`config.mk`:
```
export PLATFORM = sky130hd
export DESIGN_NAME = exu_div
export DESIGN_NICKNAME = d
export VERILOG_FILES = /design/src/rtl/exu_div_pkg.sv /design/src/rtl/exu_div.sv
export SDC_FILE = /design/constraint.sdc
export NUM_CORES = 1
export LEC_CHECK = 0
export ABC_CLOCK_PERIOD_IN_PS = 4900
export BUFFER_PORTS_ARGS = -buffer_cell sky130_fd_sc_hd__buf_2
export CAP_MARGIN = 15
export CORE_MARGIN = 2
export CORE_UTILIZATION = 35
export DETAILED_ROUTE_END_ITERATION = 8
export GPL_TIMING_DRIVEN = 0
export RECOVER_POWER = 50
export SYNTH_ARGS = -nofsm -noshare
export SYNTH_HDL_FRONTEND = slang
export SYNTH_SLANG_ARGS = --single-unit
```
`constraint.sdc`:
```
create_clock -name clk -period 4.9 [get_ports clk]
set_input_delay 0.245 -clock clk [delete_from_list [all_inputs] [get_ports clk]]
set_output_delay 0.245 -clock clk [all_outputs]
set_load 0.005 [all_outputs]
```
`src/rtl/exu_div_pkg.sv`:
```
// Shared constants and helpers for the iterative RV32M divider (exu_div).
package exu_div_pkg;

    localparam int unsigned RegDataWidth = 32;
    localparam int unsigned RegAddrWidth = 5;

    localparam logic DivStart          = 1'b1;
    localparam logic DivStop           = 1'b0;
    localparam logic DivResultReady    = 1'b1;
    localparam logic DivResultNotReady = 1'b0;

    localparam logic [2:0] InstDiv  = 3'b100;
    localparam logic [2:0] InstDivu = 3'b101;
    localparam logic [2:0] InstRem  = 3'b110;
    localparam logic [2:0] InstRemu = 3'b111;

    typedef enum logic [1:0] {
        StIdle = 2'b00,
        StCalc = 2'b01,
        StEnd  = 2'b10
    } div_state_e;

    // Architectural result for divide-by-zero and signed overflow.
    function automatic logic [RegDataWidth-1:0] special_result(
        input logic                    is_rem,
        input logic                    div_zero,
        input logic [RegDataWidth-1:0] dividend
    );
        if (div_zero) begin
            return is_rem ? dividend : {RegDataWidth{1'b1}};
        end
        return is_rem ? '0 : {1'b1, {(RegDataWidth-1){1'b0}}};
    endfunction

endpackage

```
`src/rtl/exu_div.sv`:
```
// Radix-2 restoring divider, 32 iterations per operation, RV32M special cases.
// Define DIV_FAST_SPECIAL_EN to resolve divide-by-zero / signed overflow straight from IDLE.
module exu_div
    import exu_div_pkg::*;
(
    input  logic                    clk,
    input  logic                    rst,
    input  logic                    start_i,
    input  logic [RegDataWidth-1:0] dividend_i,
    input  logic [RegDataWidth-1:0] divisor_i,
    input  logic [2:0]              op_i,
    input  logic [RegAddrWidth-1:0] reg_waddr_i,
    output logic                    busy_o,
    output logic                    ready_o,
    output logic [RegDataWidth-1:0] result_o,
    output logic [RegAddrWidth-1:0] reg_waddr_o
);

    div_state_e              state_q, state_d;
    logic [5:0]              cnt_q, cnt_d;
    logic [RegDataWidth:0]   rem_q, rem_d;
    logic [RegDataWidth-1:0] quo_q, quo_d;
    logic [RegDataWidth-1:0] divisor_q, divisor_d;
    logic [RegDataWidth-1:0] dividend_q, dividend_d;
    logic                    is_rem_q, is_rem_d;
    logic                    q_neg_q, q_neg_d;
    logic                    r_neg_q, r_neg_d;
    logic                    div_zero_q, div_zero_d;
    logic                    ovf_q, ovf_d;
    logic [RegAddrWidth-1:0] waddr_q, waddr_d;
    logic                    busy_q, busy_d;
    logic                    ready_q, ready_d;
    logic [RegDataWidth-1:0] result_q, result_d;

    logic                    is_unsigned, a_neg, b_neg, div_zero_in, ovf_in;
    logic [RegDataWidth-1:0] a_abs, b_abs;
    logic [RegDataWidth:0]   rem_shift, diff, rem_nxt;
    logic                    sub_ok;
    logic [RegDataWidth-1:0] quo_nxt, q_fix, r_fix, final_res;
    logic                    unused_op;

    assign unused_op = op_i[2];

    always_comb begin
        is_unsigned = op_i[0];
        a_neg       = !is_unsigned && dividend_i[RegDataWidth-1];
        b_neg       = !is_unsigned && divisor_i[RegDataWidth-1];
        a_abs       = a_neg ? (~dividend_i + 32'd1) : dividend_i;
        b_abs       = b_neg ? (~divisor_i + 32'd1) : divisor_i;
        div_zero_in = (divisor_i == '0);
        ovf_in      = !is_unsigned && (dividend_i == 32'h8000_0000) &&
                      (divisor_i == 32'hFFFF_FFFF);

        // One shift-subtract step on the {remainder, quotient} pair.
        rem_shift = {rem_q[RegDataWidth-1:0], quo_q[RegDataWidth-1]};
        diff      = rem_shift - {1'b0, divisor_q};
        sub_ok    = !diff[RegDataWidth];
        rem_nxt   = sub_ok ? diff : rem_shift;
        quo_nxt   = {quo_q[RegDataWidth-2:0], sub_ok};

        q_fix     = q_neg_q ? (~quo_nxt + 32'd1) : quo_nxt;
        r_fix     = r_neg_q ? (~rem_nxt[RegDataWidth-1:0] + 32'd1) : rem_nxt[RegDataWidth-1:0];
        final_res = is_rem_q ? r_fix : q_fix;
        if (div_zero_q || ovf_q) begin
            final_res = special_result(is_rem_q, div_zero_q, dividend_q);
        end
    end

    always_comb begin
        state_d    = state_q;
        cnt_d      = cnt_q;
        rem_d      = rem_q;
        quo_d      = quo_q;
        divisor_d  = divisor_q;
        dividend_d = dividend_q;
        is_rem_d   = is_rem_q;
        q_neg_d    = q_neg_q;
        r_neg_d    = r_neg_q;
        div_zero_d = div_zero_q;
        ovf_d      = ovf_q;
        waddr_d    = waddr_q;
        ready_d    = DivResultNotReady;
        result_d   = '0;

        unique case (state_q)
            StIdle: begin
                if (start_i == DivStart) begin
                    cnt_d      = '0;
                    rem_d      = '0;
                    quo_d      = a_abs;
                    divisor_d  = b_abs;
                    dividend_d = dividend_i;
                    is_rem_d   = op_i[1];
                    q_neg_d    = a_neg ^ b_neg;
                    r_neg_d    = a_neg;
                    div_zero_d = div_zero_in;
                    ovf_d      = ovf_in;
                    waddr_d    = reg_waddr_i;
                    state_d    = StCalc;
`ifdef DIV_FAST_SPECIAL_EN
                    if (div_zero_in || ovf_in) begin
                        state_d  = StEnd;
                        ready_d  = DivResultReady;
                        result_d = special_result(op_i[1], div_zero_in, dividend_i);
                    end
`endif
                end
            end
            StCalc: begin
                if (start_i == DivStop) begin
                    state_d = StIdle;
                end else begin
                    rem_d = rem_nxt;
                    quo_d = quo_nxt;
                    cnt_d = cnt_q + 6'd1;
                    if (cnt_q == 6'd31) begin
                        state_d  = StEnd;
                        ready_d  = DivResultReady;
                        result_d = final_res;
                    end
                end
            end
            StEnd: begin
                state_d = StIdle;
            end
            default: begin
                state_d = StIdle;
            end
        endcase

        busy_d = (state_d == StCalc);
    end

    always_ff @(posedge clk) begin
        if (rst) begin
            state_q    <= StIdle;
            cnt_q      <= '0;
            rem_q      <= '0;
            quo_q      <= '0;
            divisor_q  <= '0;
            dividend_q <= '0;
            is_rem_q   <= 1'b0;
            q_neg_q    <= 1'b0;
            r_neg_q    <= 1'b0;
            div_zero_q <= 1'b0;
            ovf_q      <= 1'b0;
            waddr_q    <= '0;
            busy_q     <= 1'b0;
            ready_q    <= 1'b0;
            result_q   <= '0;
        end else begin
            state_q    <= state_d;
            cnt_q      <= cnt_d;
            rem_q      <= rem_d;
            quo_q      <= quo_d;
            divisor_q  <= divisor_d;
            dividend_q <= dividend_d;
            is_rem_q   <= is_rem_d;
            q_neg_q    <= q_neg_d;
            r_neg_q    <= r_neg_d;
            div_zero_q <= div_zero_d;
            ovf_q      <= ovf_d;
            waddr_q    <= waddr_d;
            busy_q     <= busy_d;
            ready_q    <= ready_d;
            result_q   <= result_d;
        end
    end

    assign busy_o      = busy_q;
    assign ready_o     = ready_q;
    assign result_o    = result_q;
    assign reg_waddr_o = waddr_q;

endmodule

```
## After elaboration in Yosys (flattened, before gate mapping)

Index checks and enable logic that the tools add are counted.

- Add/subtract/negate cells: 6
- Multiply operators: 0
- Div/mod/pow operators: 0
- $lt $le $gt $ge: 0
- Eq/ne operators: 7
- Shift operators: 0
- Mux-type cells: 27
- Bitwise logic cells: 8
- Reduce and logical (&&, ||, !) cells: 14

Operators with widths:

| cell | count |
|---|---|
| $mux W32 | 15 |
| $add A32 B1 Y32 const B | 4 |
| $not A32 Y32 | 4 |
| $pmux W32 S2 | 2 |
| $eq A32 B32 Y1 const B | 2 |
| $sub A33 B32 Y33 | 1 |
| $logic_not A32 Y1 | 1 |
| $mux W6 | 2 |
| $pmux W6 S2 | 1 |
| $add A6 B1 Y6 const B | 1 |
| $eq A6 B5 Y1 const B | 1 |
| $mux W2 | 3 |
| $eq A2 B1 Y1 const B | 2 |
| $logic_and A1 B1 Y1 | 4 |
| $ne A2 B2 Y1 const B | 2 |
| $pmux W2 S2 | 1 |
| $reduce_or A4 Y1 | 1 |
| $mux W1 | 3 |
| $not A1 Y1 | 3 |
| $reduce_and A3 Y1 | 1 |
| $reduce_or A3 Y1 | 1 |
| $logic_not A1 Y1 | 2 |
| $logic_not A2 Y1 | 1 |
| $reduce_and A2 Y1 | 1 |
| other kinds (3) | 3 |

- Register bits: 180
- Latch bits: 0
- Bits in writable memories: 0
- Memory bits (read-only): 0
- Bits of input ports: 75
- Memories: 0

## Logic depth before layout (Yosys ltp)

- Depth after elaboration: 7
- Gate-level depth with buffers: 24
- Gate-level depth less buffers: 21

## Least setup slack after synthesis

No wires, ideal clock.

- Path type: reg2reg
- From: reg quo_q[31]
- To: reg result_q[26] (netlist: result_o[26])
- Library setup time: 0.116 ns
- Data arrival time: 4.832 ns
- Data required time: 4.784 ns
- Path slack: -0.048 ns
- Stages on the path, launching flop included: 24
- Buffers on the path: 3
- Cell sequence: dfxtp_1 inv_1 ha_1 inv_1 fa_1 a211oi_2 o21ai_4 a22oi_2 a31oi_1 a211oi_2 buf_6 buf_4 buf_2 mux2_2 inv_1 ha_1 inv_1 or3_1 mux2i_1 a21boi_2 nand3_1 o41ai_1 xor2_1 a31o_1

- Word-level cells in the longest chain between the ends: 7

Ends and longest elaborated chain:

| item | line | RTL |
|---|---|---|
| from (decl) | exu_div.sv:22 | `logic [RegDataWidth-1:0] quo_q, quo_d;` |
| from (signal assigned) | exu_div.sv:155 | `quo_q <= quo_d;` |
| $sub A33 B32 Y33 | exu_div.sv:56 | `diff = rem_shift - {1'b0, divisor_q};` |
| $mux W32 or $logic_not A1 Y1 (tied branches) | exu_div.sv:58, exu_div.sv:57 |  |
| $not A32 Y32 (on tied branches) | exu_div.sv:62, exu_div.sv:61 |  |
| $add A32 B1 Y32 (on tied branches) | exu_div.sv:62, exu_div.sv:61 |  |
| $mux W32 (on tied branches) | exu_div.sv:62, exu_div.sv:61 |  |
| $mux W32 (*) | exu_div.sv:63 | `final_res = is_rem_q ? r_fix : q_fix;` |
| $mux W32 (*) | exu_div.sv:64 | `if (div_zero_q \|\| ovf_q) begin` |
| to (signal assigned) | exu_div.sv:166 | `result_q <= result_d;` |
| to (decl) | exu_div.sv:33 | `logic [RegDataWidth-1:0] result_q, result_d;` |

Every way passes the cells marked *; elsewhere a longest branch is shown, timed or not.
A chain may end at the register's enable or synchronous reset.

## Worst setup path in the final report

- From: reg rem_q[5]
- To: reg result_q[26] (netlist: result_o[26])

- Word-level cells in the longest chain between the ends: 7

Ends and longest elaborated chain:

| item | line | RTL |
|---|---|---|
| from (decl) | exu_div.sv:21 | `logic [RegDataWidth:0] rem_q, rem_d;` |
| from (signal assigned) | exu_div.sv:154 | `rem_q <= rem_d;` |
| $sub A33 B32 Y33 | exu_div.sv:56 |  |
| $mux W32 or $logic_not A1 Y1 (tied branches) | exu_div.sv:58, exu_div.sv:57 |  |
| $not A32 Y32 (on tied branches) | exu_div.sv:62, exu_div.sv:61 |  |
| $add A32 B1 Y32 (on tied branches) | exu_div.sv:62, exu_div.sv:61 |  |
| $mux W32 (on tied branches) | exu_div.sv:62, exu_div.sv:61 |  |
| $mux W32 (*) | exu_div.sv:63 |  |
| $mux W32 (*) | exu_div.sv:64 |  |

Marked as above.

==> parameters.txt <==
Parameter                              Value

Status
  Result of the run    finished clean

STA
  Period Utilization, post-route    97.86%
  Final number of max-transition violations    0
  Setup-violating endpoint count in the final report    0
  Shortest clock period the worst path allows after layout    4795 ps
  Final hold slack    31.74 ps
  Worst Max-Slew Pin Slew    1083 ps
  Layout Skew    14.88 ps
  Number of endpoints with negative hold slack in the final report    0
  Fmax    208.5 MHz
  Worst slew margin    27.27%

Power and ir drop
  Worst supply voltage drop on vdd    0.2706 mV
  Total power per unit cell area    256.8 nW/µm²
  Lkg Pwr    0.005455 µW
  Total power draw    3790 µW

Placed design
  Number of buffer cells added on primary ports    112
  Global placement routability congestion    0.9318
  Placed wire-length estimate after detailed placement    36460 µm
  Post-detailed-placement cell area    13670 µm²

Routing
  Count of TritonRoute iterations in the first routing pass    5
  Number of antenna-violating nets in the routed design    0
  WL/cell    20.31 µm
  Vias    13.32k
  Total wire length after detailed routing    46710 µm
  DRC violation count after routing    0
  First-iteration detailed-routing DRC count    1213
  Number of vias per cell after detailed routing    5.793

Worst setup path
  Worst path bufs/invs    6
  Setup crit start kind    register
  Startpoint of the most critical register-to-register path    rem_q[5]
  Critical Path, Cell by Cell    ha_4 -> buf_6 -> and4_4 -> nor3b_4 -> a22oi_2 -> buf_4 -> a31o_1 -> a211oi_4 -> buf_6 -> clkinv_8 -> buf_8 -> a21oi_4 -> ha_4 -> inv_2 -> or3_4 -> mux2i_4 -> a21boi_4 -> nand3_4 -> o41ai_4 -> xor2_1 -> a31o_1
  Cell count along the critical path    21
  Number of cell instances on the worst register-to-register path    21
  Launching instance or port of the critical path    rem_q[5]
  Cell type of the slowest stage on the worst timing path    dfxtp_1
  WS Path Type    register to register
  Longest individual stage delay on the worst path    390 ps
  Destination of the critical timing path    result_o[26]
  Worst reg2reg setup slack    100 ps
  Critical Path End Type    register
  Maximum fanout along the worst path    11
  Endpoint of the most critical register-to-register path    result_o[26]
  Arrival time of the worst setup path    5170 ps
  Family with the most delay on the worst path    compound AO/OA/AOI/OAI gates
  Data required time at the worst endpoint    5270 ps

Synthesis
  Synth Warn #    0
  Distinct cells, synth    94
  Proportion of register bits with asynchronous set or reset after synthesis    0%
  Most used DFF post-synth    dfxtp_1
  Post-synthesis cell type with the largest combined area    dfxtp_1
  Most area-consuming cells after synthesis    dfxtp_1 (29%), a21oi_1 (7.8%), xnor2_1 (6.6%), nor2_1 (5.8%), nand2_1 (5.7%)
  Cell Area, Synth    12520 µm²
  Post-synthesis instance total    1673
  Area fraction of the dominant cell type after synthesis    28.78%
  Post-synthesis sequential element count    180
  Average instance area after synthesis    7.485 µm²
  Net Count, Synth    1787
  Sequential share of the synthesized area    28.78%
  Number of flops mapped to enable cells by yosys    0

GRT
  Number of global-route vias before repair    12.33k
  Number of antenna violations at the first check in global routing    1
  Total congestion overflow    0
  Largest net degree at the start of global routing    19
  Aggregate global-route resource usage    24.87%
  Global-route wire length before repair    70660 µm

Clocking
  Number of H-tree branching levels    4
  Clock Root Buffer    clkbuf_16
  Clock-pin slew on the worst setup and hold paths    70 ps
  Maximum buffer depth of the clock tree    2
  Clock Sink Count    180
  TritonCTS clock tree    built
  Later-pin clock latency in the skew report    460 ps
  Inserted Clock Buffers    17

Floorplanning
  Count of pins on the block boundary    114
  Site Rows    69
  Die outline height    193.2 µm
  Floorplan core area    35400 µm²
  Initial cell density of the core    35.38%
  Die Width    193.2 µm
  Area of the die    37310 µm²

Final layout
  Final design area excluding fillers    14760 µm²
  Layout fillers    3748
  Leading cell types in the layout, fill and taps excluded    a21oi_1 (193), nor2_1 (193), nand2_1 (190)
  Area taken by multi-input logic gates    8469 µm²
  Antenna Diode Count    0
  Ratio of cells with drive above 1 in the final layout    14.14%
  Register area    3618 µm²
  Area growth, synth to finish    17.88%
  Final net count    1940

Worst hold path
  Count of cells along the worst hold path    3
  Hold Path Class    input port to register

Job
  Max_cap viols    0
-- what timing repair did --
item / in CTS / in global routing
setup buffers: 17 / 14
hold buffers: 0 / 0
pin swaps: 15 / 19
endpoints found under the setup margin: 13 / 11
resized for setup: 35 / 64
hold endpoints to repair: 0 / 0
-- synth_stat cells, drive strengths merged (10+ instances only) --
| cell | count |
|---|---|
| clkbuf | 84 |
| mux2 | 11 |
| nand2 | 193 |
| ha | 38 |
| o41ai | 16 |
| nor2 | 193 |
| a221oi | 32 |
| dfxtp | 180 |
| nor2b | 14 |
| nand2b | 16 |
| mux2i | 27 |
| inv | 86 |
| or4 | 11 |
| o31ai | 16 |
| a22oi | 12 |
| nor3 | 38 |
| a211oi | 34 |
| buf | 22 |
| o211ai | 13 |
| or3 | 26 |
| a21oi | 201 |
| nand4 | 20 |
| o21ai | 89 |
| xor2 | 40 |
| xnor2 | 94 |
| and2 | 10 |
| nand3 | 23 |
| nor4 | 14 |
-- worst reg2reg max path, stage by stage, from the launching register on --
cell	delay [ps]
dfxtp_1	390
ha_4	300
buf_6	90
and4_4	260
nor3b_4	190
a22oi_2	120
buf_4	170
a31o_1	240
a211oi_4	340
buf_6	210
clkinv_8	70
buf_8	150
a21oi_4	190
ha_4	160
inv_2	40
or3_4	380
mux2i_4	200
a21boi_4	250
nand3_4	120
o41ai_4	300
xor2_1	280
a31o_1	250
-- metrics by stage --
stage / setup slack (ps) / std cells / setup TNS (ps) / utilization (%)
6_report: 104.7 / 2300 / 0 / 41.70
5_1_grt: -34.54 / 2300 / -34.54 / 41.70
4_1_cts: 7.012 / 2292 / 0 / 40.95
3_5_place_dp: -1324 / 2246 / -12250 / 38.62
3_3_place_gp: -1295 / 2246 / -11940 / 38.62
2_1_floorplan: 51.66 / 1673 / 0 / -
-- how the worst min path moves through the flow --
stage / start / to / slack (ps)
2_1_floorplan: dividend_i[0] / dividend_q[0] / 380
4_1_cts: reg_waddr_i[0] / reg_waddr_o[0] / 20
3_5_place_dp: dividend_q[22] / dividend_q[22] / 450
6_report: reg_waddr_i[4] / reg_waddr_o[4] / 30
3_3_place_gp: divisor_q[20] / divisor_q[20] / 440
5_1_grt: reg_waddr_i[0] / reg_waddr_o[0] / 40
-- routing by layer --
metal / global-route usage, % / up-vias / routed length [µm]
li1: - / 6275 / -
met1: 34.10 / 6390 / 20660
met2: 38.65 / 563 / 20550
met3: 5.321 / 95 / 3968
met4: 8.421 / 0 / 1529
met5: 0 / - / 0
-- sequential cells by signal, summed over array words and instances (netlist names), 2 cells and up --
name,cells
state_q,2
cnt_q,6
rem_q,32
quo_q,32
result_o,32
dividend_q,32
reg_waddr_o,5
divisor_q,32
-- power by group --
group | leakage, µW | internal, µW | switching (µW)
Clock | 0.000273 | 707 | 653
Combinational | 0.00371 | 320 | 532
Sequential | 0.00147 | 1520 | 56.3
Total | 0.00545 | 2550 | 1240
-- kinds of logic (layout without fill, tap and decap cells) --
logic type	after synthesis	count (layout)	share of synthesized area, %
xor+xnor	134	134	9.373
mux	38	38	3.177
buf+inv	192	358	6.115
fa+ha+maj	39	39	3.957
flops	180	180	28.78
compound gates	495	495	26.25
simple gates	595	595	22.35
-- area by class of cell --
cell class	instances	area share [%]
Tap cell	461	3.908
Clock inverter	14	0.8731
Inverter	86	2.306
Multi-Input combinational cell	1301	57.38
Clock buffer	18	2.908
Buffer	97	2.984
Sequential cell	180	24.51
Timing Repair Buffer	143	5.128
Power figures use the tool's default switching activity.
